==> config.mk <==
export PLATFORM = sky130hd
export DESIGN_NAME = shifter_arbiter
export DESIGN_NICKNAME = d
export VERILOG_FILES = /design/src/rtl/shifter_arbiter.sv
export SDC_FILE = /design/constraint.sdc
export NUM_CORES = 1
export LEC_CHECK = 0
export ABC_AREA = 1
export BUFFER_PORTS_ARGS = -buffer_cell sky130_fd_sc_hd__buf_2
export CAP_MARGIN = 20
export CORE_MARGIN = 1
export CORE_UTILIZATION = 37
export CTS_CLUSTER_SIZE = 10
export DETAILED_ROUTE_END_ITERATION = 7
export PLACE_DENSITY = 0.73
export RECOVER_POWER = 25
export SYNTH_ARGS = -nofsm -noshare
export SYNTH_HDL_FRONTEND = slang
export SYNTH_SLANG_ARGS = --single-unit
==> constraint.sdc <==
create_clock -name i_clk_n -period 6.44 [get_ports i_clk_n]
set_clock_uncertainty 0.15 [all_clocks]
set_input_delay 1.288 -clock i_clk_n [delete_from_list [all_inputs] [get_ports i_clk_n]]
set_output_delay 1.288 -clock i_clk_n [all_outputs]
set_load 0.005 [all_outputs]
==> src/rtl/shifter_arbiter.sv <==
// shifter_arbiter
// Shares one shifter unit between the execute stage (requester 0) and a
// multi-cycle helper (requester 1). Round-robin grant, one operation in
// flight, and enable sequencing that works for both barrel and bit-serial
// shifter builds. The result returns on a valid/ready response port.
//
// state | meaning
// ------+----------------------------------------------------------------
// IDLE  | waiting for a request; o_req_ready may be high
// LOAD  | o_sh_en high for one cycle with latched operands on o_sh_*
// WAIT  | bit-serial only: enable follows busy, capture when busy drops
// DONE  | response valid, held until i_rsp_ready

module shifter_arbiter #(
   parameter logic COMB_SHIFTER = 1'b0
) (
   input  logic        i_clk_n,
   input  logic        i_rst,
   input  logic [1:0]  i_req_valid,
   input  logic [31:0] i_req_a0,
   input  logic [31:0] i_req_a1,
   input  logic [4:0]  i_req_b0,
   input  logic [4:0]  i_req_b1,
   input  logic [2:0]  i_req_funct3_0,
   input  logic [2:0]  i_req_funct3_1,
   input  logic [1:0]  i_req_alt,
   output logic [1:0]  o_req_ready,
   output logic        o_rsp_valid,
   output logic        o_rsp_id,
   output logic [31:0] o_rsp_data,
   input  logic        i_rsp_ready,
   output logic [31:0] o_sh_in_a,
   output logic [4:0]  o_sh_in_b,
   output logic [2:0]  o_sh_funct3,
   output logic        o_sh_op_alt,
   output logic        o_sh_en,
   input  logic [31:0] i_sh_result,
   input  logic        i_sh_busy
);

   localparam logic [1:0] ST_IDLE = 2'd0;
   localparam logic [1:0] ST_LOAD = 2'd1;
   localparam logic [1:0] ST_WAIT = 2'd2;
   localparam logic [1:0] ST_DONE = 2'd3;

   localparam logic [2:0] F3_SLL = 3'b001;
   localparam logic [2:0] F3_SR  = 3'b101;

   logic [1:0]  state_q, state_d;
   // rr_q holds the last winner; seen_q stays 0 until the first grant so
   // requester 0 wins the very first tie after reset.
   logic        rr_q, rr_d;
   logic        seen_q, seen_d;
   logic [31:0] a_q, a_d;
   logic [4:0]  b_q, b_d;
   logic [2:0]  f3_q, f3_d;
   logic        alt_q, alt_d;
   logic        id_q, id_d;
   logic [31:0] rsp_data_q, rsp_data_d;

   logic        win;
   logic [1:0]  req_ready;
   logic        hs;
   logic [31:0] sel_a;
   logic [4:0]  sel_b;
   logic [2:0]  sel_f3;
   logic        sel_alt;
   logic        sel_legal;

   // pick the winning requester: single valid wins, ties go to the one not granted last
   always_comb begin
      win = 1'b0;
      case (i_req_valid)
         2'b10:   win = 1'b1;
         2'b11:   win = seen_q ? ~rr_q : 1'b0;
         default: win = 1'b0;
      endcase
   end

   // ready only in IDLE; held low while reset is asserted so every output reads 0
   assign req_ready = ((state_q == ST_IDLE) && !i_rst && (i_req_valid != 2'b00))
                      ? (win ? 2'b10 : 2'b01) : 2'b00;
   assign hs        = |(i_req_valid & req_ready);

   assign sel_a     = win ? i_req_a1 : i_req_a0;
   assign sel_b     = win ? i_req_b1 : i_req_b0;
   assign sel_f3    = win ? i_req_funct3_1 : i_req_funct3_0;
   assign sel_alt   = win ? i_req_alt[1] : i_req_alt[0];
   assign sel_legal = (sel_f3 == F3_SLL) || (sel_f3 == F3_SR);

   // sequencing: latch on handshake, drive shifter, capture result, hand back
   always_comb begin
      state_d    = state_q;
      rr_d       = rr_q;
      seen_d     = seen_q;
      a_d        = a_q;
      b_d        = b_q;
      f3_d       = f3_q;
      alt_d      = alt_q;
      id_d       = id_q;
      rsp_data_d = rsp_data_q;
      case (state_q)
         ST_IDLE: begin
            if (hs) begin
               a_d    = sel_a;
               b_d    = sel_b;
               f3_d   = sel_f3;
               alt_d  = sel_alt;
               id_d   = win;
               rr_d   = win;
               seen_d = 1'b1;
               if (sel_legal) begin
                  state_d = ST_LOAD;
               end else begin
                  // unsupported function: pass A straight back, shifter never enabled
                  rsp_data_d = sel_a;
                  state_d    = ST_DONE;
               end
            end
         end
         ST_LOAD: begin
            if (COMB_SHIFTER) begin
               rsp_data_d = i_sh_result;
               state_d    = ST_DONE;
            end else begin
               state_d = ST_WAIT;
            end
         end
         ST_WAIT: begin
            if (!i_sh_busy) begin
               rsp_data_d = i_sh_result;
               state_d    = ST_DONE;
            end
         end
         ST_DONE: begin
            if (i_rsp_ready) begin
               state_d = ST_IDLE;
            end
         end
         default: state_d = ST_IDLE;
      endcase
   end

   // state and operand registers; reset drops any operation in flight
   always_ff @(posedge i_clk_n or posedge i_rst) begin
      if (i_rst) begin
         state_q    <= ST_IDLE;
         rr_q       <= 1'b0;
         seen_q     <= 1'b0;
         a_q        <= 32'd0;
         b_q        <= 5'd0;
         f3_q       <= 3'd0;
         alt_q      <= 1'b0;
         id_q       <= 1'b0;
         rsp_data_q <= 32'd0;
      end else begin
         state_q    <= state_d;
         rr_q       <= rr_d;
         seen_q     <= seen_d;
         a_q        <= a_d;
         b_q        <= b_d;
         f3_q       <= f3_d;
         alt_q      <= alt_d;
         id_q       <= id_d;
         rsp_data_q <= rsp_data_d;
      end
   end

   // enable: one pulse in LOAD, then follow busy so it is already 0 in the
   // cycle busy falls (a high enable with busy low would reload the shifter)
   always_comb begin
      o_sh_en = 1'b0;
      case (state_q)
         ST_LOAD: o_sh_en = 1'b1;
         ST_WAIT: o_sh_en = i_sh_busy;
         default: o_sh_en = 1'b0;
      endcase
   end

   assign o_req_ready = req_ready;
   assign o_rsp_valid = (state_q == ST_DONE);
   assign o_rsp_id    = id_q;
   assign o_rsp_data  = rsp_data_q;
   assign o_sh_in_a   = a_q;
   assign o_sh_in_b   = b_q;
   assign o_sh_funct3 = f3_q;
   assign o_sh_op_alt = alt_q;

endmodule
# Word level (Yosys, flattened, before mapping)
# Cells that the tools add are included.
# word_totals
reg_bits,77
out_inout_bits,78
word_cells,50
# op_classes
eq_ne,11
n_mux,18
bitwise_logic,2
n_reduce_logical,11
# op_table
op,count
$mux W32,4
$pmux W32 S2,1
$mux W2,6
$eq A2 B2 Y1 const B,4
$pmux W2 S4,1
$ne A2 B2 Y1 const B,3
$mux W5,1
$pmux W1 S2,2
$reduce_and A4 Y1,1
$reduce_bool A2 Y1,2
$eq A3 B1 Y1 const B,1
$eq A3 B3 Y1 const B,1
$mux W3,1
$reduce_and A3 Y1,1
$and A2 B2 Y2,1
$eq A2 B1 Y1 const B,1
$logic_and A1 B1 Y1,2
$logic_not A2 Y1,1
$mux W1,2
$ne A2 B1 Y1 const B,1
$reduce_and A2 Y1,1
$reduce_or A2 Y1,1
$logic_not A1 Y1,1
$logic_or A1 B1 Y1,1
$not A1 Y1,1

# Depth between registers and ports, before layout
# Gate-level depths: netlist of run 1.
# depth
ltp_word,9
depth_mapped,11
mapped_depth_nobuf,10

# Least setup slack after synthesis of run 1
# OpenSTA, ideal clock, no wires.
# synth_timing
path_type,input port to output port
from,input i_rst
to,output o_req_ready[0]
arrival_ps,3615
t_required_ps,5002
setup_slack_ps,1387
stages,4
cell_sequence,inv_1 > nand3_2 > buf_6 > a21oi_2
# synth_between
elab_chain_len,4
# synth_lines
element,line_no,source
"start, declared",18,"input logic i_rst,"
$logic_not A1 Y1 (no line),--,
$logic_and A1 B1 Y1 (2 in a row),81,assign req_ready = ((state_q == ST_IDLE) && !i_rst && (i_req_valid != 2'b00))
$mux W2,82,? (win ? 2'b10 : 2'b01) : 2'b00;
"end, declared",27,"output logic [1:0] o_req_ready,"
# No other way between the ends.

# Final worst setup path of run 1
# Same ends and word-level chain as after synthesis.

==> results of run 1 <==
-- sequential cells by signal (all words and copies together) (netlist names) --
register / flops
o_rsp_data: 32
o_rsp_id: 1
o_sh_funct3: 3
o_sh_in_a: 32
o_sh_in_b: 5
o_sh_op_alt: 1
seen_q: 1
state_q: 2
-- power groups by stage --
stage	clock network, mW	logic [mW]	registers (mW)
after floorplan	0	0.800	0.864
after global placement	0	1.20	0.867
after detailed placement	0	1.23	0.859
after CTS	0.581	1.23	0.858
after global routing	0.595	1.38	0.882
final	0.571	1.20	0.860
-- worst max-delay path by stage --
stage               cells after the start             end  slack (ns)
floorplan                               4  o_req_ready[0]        1.39
CTS                                     5  o_req_ready[1]        2.35
finish                                  5  o_req_ready[0]        2.32
global route                            5  o_req_ready[0]        2.16
detailed placement                      5  o_req_ready[1]        2.35
global placement                        5  o_req_ready[1]        2.39
-- area by class of cell --
type	instances	area, um2
clock inverter	6	93.8
clock buffer	10	239
tap	143	179
sequential	77	1930
inverter	77	290
fill	1236	5780
multi-input combinational	426	1900
timing repair buffer	203	1010
-- cell usage in the layout, fill, tap and decap left out, types with 3 or more instances in the layout --
cell type	n
buf_2	162
buf_4	5
clkbuf_1	34
clkbuf_16	9
dfrtp_1	77
ha_1	5
inv_1	73
nand2_1	258
nand2_2	4
nand2_4	3
nand3_1	138
nor2_1	6
-- logic make-up after synthesis --
family / count (synthesis) / share of synthesized area (%)
buffers and inverters: 111 / 11.4
DFF: 77 / 44.6
adders and majority gates: 5 / 1.45
and+or+nand+nor: 414 / 41.5
AOI/OAI and AO/OA: 7 / 1.04
-- worst max-delay path, cell delays in order --
cell and delay (ns):
buf_2 0.10, clkinvlp_2 0.31, nand3_2 0.33, a21oi_2 0.45
buf_2 0.19
-- layer usage --
| metal | global-route usage (%) | wire [um] | up-vias |
|---|---|---|---|
| met5 | 0 | 0 | - |
| met4 | 6.95 | 200 | 0 |
| met3 | 4.00 | 1060 | 16 |
| met2 | 36.3 | 6060 | 211 |
| met1 | 29.9 | 5810 | 2082 |
| li1 | - | - | 2263 |
-- stage by stage --
| stage | hold slack, ns | cell area (um2) |
|---|---|---|
| after floorplan | 0.315 | 4320 |
| after global placement | 0.300 | 5320 |
| after detailed placement | 0.305 | 5320 |
| after CTS | 0.320 | 5650 |
| after global routing | 0.339 | 5640 |
| final | 0.321 | 5640 |
==> flow_summary_export.csv, run 1 <==
group,metric,value,unit
synth,yosysWarnings,0,
power_and_ir_drop,ir_worst_vdd,206,uV
power_and_ir_drop,intPower,1.52,mW
floorplanning,die_area,12100,um2
power_and_ir_drop,switchingPower,1.11,mW
place,dpl_worst_slack,2.35,ns
synth,synthesis.area,4320,um2
sta,setup_ws,2.32,ns
synth,async_flop_share,100,%
worst_setup_path,path_class,"in -> out",
sta,fin_setup_tns,0,ns
power_and_ir_drop,clkPwrFrac,21.7,%
detailed_routing,drtPass1Iterations,5,
detailed_routing,first_iter_violations,240,
detailed_routing,wl_per_cell,13.9,um
clock_tree,cts.sinks,77,
clock_tree,numCtsBuffers,9,
worst_setup_path,cp-end-kind,"primary output",
global_route,antenna_found_initial,0,
finish,fin_nets,919,
detailed_routing,viasPerCell,4.85,
sta,fmax,242,MHz
sta,worstMarginPinSlew,0.918,ns
place,dp.cells,925,
worst_setup_path,reg2reg_slack,3.39,ns
floorplanning,core_region_area,11400,um2
synth,synthTopCellsByCount,"258 x nand2_1, 138 x nand3_1, 77 x dfrtp_1, 74 x inv_1, 14 x buf_2",
sta,hold_violations,0,
clock_tree,cts_setup_buffers,0,
worst_setup_path,rr_startpoint,"o_rsp_id",
worst_hold_path,holdPathStages,2,
clock_tree,postCtsHoldBufs,0,
synth,synth-edff-count,0,
finish,diodes,0,
global_route,gr-total-overflow,0,
finish,fin_cells,942,
power_and_ir_drop,total_power,2.63,mW
worst_setup_path,worstSetupStartpointType,"primary input",
floorplanning,die_h,110,um
place,gp_congestion,0.830,
synth,synthTopCellsByArea,"dfrtp_1 45%, nand2_1 22%, nand3_1 16%",
worst_setup_path,cp-startpoint,"i_rst",
clock_tree,cts_htree_levels,3,
floorplanning,fp.dieW,110,um
global_route,grt_max_degree,70,
sta,rsz0062_at_grt,"false",
status,outcome,"complete, no violations",
sta,max_slew_margin,38.8,%
finish,syn2layout_area_growth,30.5,%
clock_tree,cts_tree,"done",
run,drv_cap,0,
sta,min_period,4.12,ns
synth,ys_seq_elements,77,
sta,period_share,64.0,%
synth,synth_cells,614,
power_and_ir_drop,p_per_area,466,nW/um2
power_and_ir_drop,p_leak,3.39,nW
worst_setup_path,cp.required,5.00,ns
synth,ys_dominant_reg_cell,"dfrtp_1",
place,io_buffers,197,
floorplanning,initial_utilization,37.8,%
worst_hold_path,hold_class,"reg -> reg",
detailed_routing,drc,0,
power_and_ir_drop,pwr-share-comb,45.6,%
sta,final-max-slew-violation-count,0,
sta,setup_viol,0,
synth,synthMostInstantiatedCell,"nand2_1",
floorplanning,io_pins,198,
synth,yosysTopAreaCellShare,44.6,%
synth,seq_area_frac_synth,44.6,%
clock_tree,cts_root_buf,"clkbuf_16",
finish,final_layout_size_suffix_gt1_share,24.9,%
power_and_ir_drop,power_switching_share,42.1,%
worst_setup_path,r2r-end,"o_rsp_data[14]",
clock_tree,cts_resized,0,
worst_hold_path,hp-start,"o_rsp_data[8]",
worst_hold_path,whs_endpoint,"o_rsp_data[8]",
synth,synth_cell_types,24,
detailed_routing,wl,13.1,mm
worst_setup_path,path_max_fanout,14,
worst_setup_path,rr_worst_depth,10,
synth,synth_nets,739,
detailed_routing,vias,4572,
synth,yosys.area.top_type,"dfrtp_1",
synth,syn_avg_cell_area,7.03,um2
worst_setup_path,cp.arrival,2.69,ns
clock_tree,clk_path_buf_depth,2,
global_route,grt_pass1_vias,4291,
power_and_ir_drop,seq_power_share,32.7,%
global_route,grt_first_pass_wirelength,20.6,mm
floorplanning,rows,39,
global_route,grt_usage,22.2,%
finish,post-route-util,49.4,%
clock_tree,clk_pin_slew_worst_paths,0.06,ns
place,dp_hpwl,9.08,mm
clock_tree,clk_latency,0.33,ns
detailed_routing,postRouteAntennaNets,0,
Note: power is estimated with default switching activity, not from simulation.
==> run 2, diff against run 1 <==
Clock period 6.44 ns to 4.1 ns, I/O delays scaled along.
==> run 2 against run 1 <==
Against the previous run:
- clock power grew 38%
- highest routed layer unchanged
- worst setup slack worse by 1.4 ns
- non-clock buffer count is 1 higher
- combinational power is 58% higher
- critical path depth did not move
- via count is 0.35% higher
- sequential share of layout area grew 0.26 points
==> flow_summary_export.csv, run 2 (synthesized netlist as in run 1, its figures left out) <==
group,metric,value,unit
status,outcome,"complete, no violations",
sta,fin_hold_ws,0.319,ns
global_route,grt_first_pass_wirelength,21.2,mm
clock_tree,clk_path_buf_depth,2,
sta,fin_setup_tns,0,ns
finish,final_layout_size_suffix_gt1_share,27.0,%
worst_setup_path,slowest_delay,0.36,ns
floorplanning,initial_utilization,37.8,%
floorplanning,core_region_area,11400,um2
worst_setup_path,cp.required,3.13,ns
detailed_routing,vias,4588,
worst_setup_path,cp.arrival,2.22,ns
sta,setup_viol,0,
clock_tree,clk_pin_slew_worst_paths,0.05,ns
sta,fmax,314,MHz
clock_tree,numCtsBuffers,9,
floorplanning,rows,39,
sta,max_slew_margin,5.49,%
worst_setup_path,worstSetupStartpointType,"primary input",
finish,most-common-layout-cells,"258 x nand2_1, 183 x buf_2, 139 x nand3_1",
finish,fillerInstances,1207,
worst_setup_path,rr_startpoint,"state_q[0]",
worst_setup_path,r2r-end,"o_rsp_data[19]",
clock_tree,cts_setup_buffers,0,
power_and_ir_drop,p_leak,3.44,nW
clock_tree,cts_tree,"done",
floorplanning,fp.dieW,110,um
power_and_ir_drop,p_per_area,719,nW/um2
clock_tree,postCtsHoldBufs,0,
power_and_ir_drop,ir_worst_vdd,314,uV
power_and_ir_drop,seq_power_share,33.4,%
floorplanning,die_area,12100,um2
detailed_routing,first_iter_violations,264,
power_and_ir_drop,clkPwrFrac,19.6,%
worst_setup_path,cp_cell_sequence,"buf_2, nand2_4, nand2_4, nor2_2, buf_2",
clock_tree,cts_root_buf,"clkbuf_16",
worst_hold_path,holdPathStages,2,
detailed_routing,postRouteAntennaNets,0,
place,io_buffers,197,
global_route,grt_max_degree,53,
detailed_routing,wl_per_cell,14.1,um
sta,min_period,3.19,ns
power_and_ir_drop,total_power,4.02,mW
worst_hold_path,hold_class,"reg -> reg",
worst_setup_path,rr_worst_depth,7,
detailed_routing,wl,13.3,mm
place,dpl_worst_slack,0.936,ns
worst_hold_path,hp-start,"o_rsp_data[28]",
clock_tree,clk_latency,0.33,ns
detailed_routing,viasPerCell,4.87,
finish,syn2layout_area_growth,29.5,%
worst_setup_path,path_class,"in -> out",
worst_setup_path,cp.buffers_inverters,2,
global_route,grt_usage,22.8,%
finish,layout_commonest_cell,"nand2_1",
sta,final-max-slew-violation-count,0,
place,gp_congestion,0.794,
power_and_ir_drop,intPower,2.32,mW
worst_hold_path,whs_endpoint,"o_rsp_data[28]",
worst_setup_path,cp-end-kind,"primary output",
worst_setup_path,cp_top_family,"simple AND/OR/NAND/NOR gates",
global_route,gr-total-overflow,0,
global_route,grt_pass1_vias,4356,
sta,period_share,77.7,%
finish,fin_cells,943,
sta,rsz0062_at_grt,"false",
power_and_ir_drop,switchingPower,1.70,mW
finish,diodes,0,
floorplanning,die_h,110,um
floorplanning,io_pins,198,
global_route,antenna_found_initial,0,
place,dp.cells,927,
power_and_ir_drop,pwr-share-comb,47.0,%
sta,worstMarginPinSlew,1.42,ns
detailed_routing,drtPass1Iterations,5,
worst_setup_path,reg2reg_slack,1.28,ns
clock_tree,cts_htree_levels,3,
worst_setup_path,path_max_fanout,36,
place,dp_hpwl,9.41,mm
power_and_ir_drop,power_switching_share,42.3,%
sta,hold_violations,0,
finish,fin_nets,920,
clock_tree,cts.sinks,77,
clock_tree,cts_resized,0,
worst_setup_path,critPathSlowestCell,"nand2_4",
run,drv_cap,0,
sta,setup_ws,0.915,ns
detailed_routing,drc,0,
## run 2: how the worst max path moves through the flow
stage | start | end | cells after the start | slack [ns]
2_1_floorplan | i_rst | o_req_ready[1] | 4 | 0.68
3_3_place_gp | i_req_valid[0] | o_req_ready[1] | 5 | 0.97
3_5_place_dp | i_req_valid[0] | o_rsp_data[4] | 10 | 0.94
4_1_cts | i_req_valid[0] | o_req_ready[1] | 5 | 0.93
5_1_grt | state_q[0] | o_sh_en | 5 | 0.77
6_report | i_req_valid[0] | o_req_ready[1] | 5 | 0.91
## run 2: power groups by stage
| stage | logic, mW | registers [mW] | clock network, mW |
|---|---|---|---|
| 3_5_place_dp | 1.92 | 1.34 | 0 |
| 2_1_floorplan | 1.26 | 1.36 | 0 |
| 5_1_grt | 2.17 | 1.39 | 0.838 |
| 3_3_place_gp | 1.87 | 1.35 | 0 |
| 6_report | 1.89 | 1.34 | 0.790 |
| 4_1_cts | 1.92 | 1.34 | 0.800 |
## run 2: layout make-up
cell class	count	area, um2	share of cell area (%)
multi-input combinational	426	1900	33.9
sequential	77	1930	34.4
inverter	77	290	5.19
timing repair buffer	204	1020	18.2
clock inverter	4	48.8	0.872
clock buffer	12	236	4.23
tap	143	179	3.20
## run 2: per-stage QoR
stage / utilization, % / cell area [um2]
after global placement: 46.8 / 5340
final: 49.0 / 5600
after global routing: 49.0 / 5600
after CTS: 49.3 / 5620
after detailed placement: 46.8 / 5340
after floorplan: - / 4320
## run 2: metal layers
layer | track usage, % | wire (um)
met1 | 30.1 | 5900
met2 | 36.7 | 6170
met3 | 4.59 | 967
met4 | 8.67 | 229
met5 | 0 | 0
## run 2: worst register-to-register path: stages (launching register included)
cell and delay [ns]:
dfrtp_1 0.42, inv_1 0.12, ha_1 0.67, inv_1 0.74
nand3_1 0.40, nand2_1 0.08, nand3_1 0.09, nand2_1 0.06
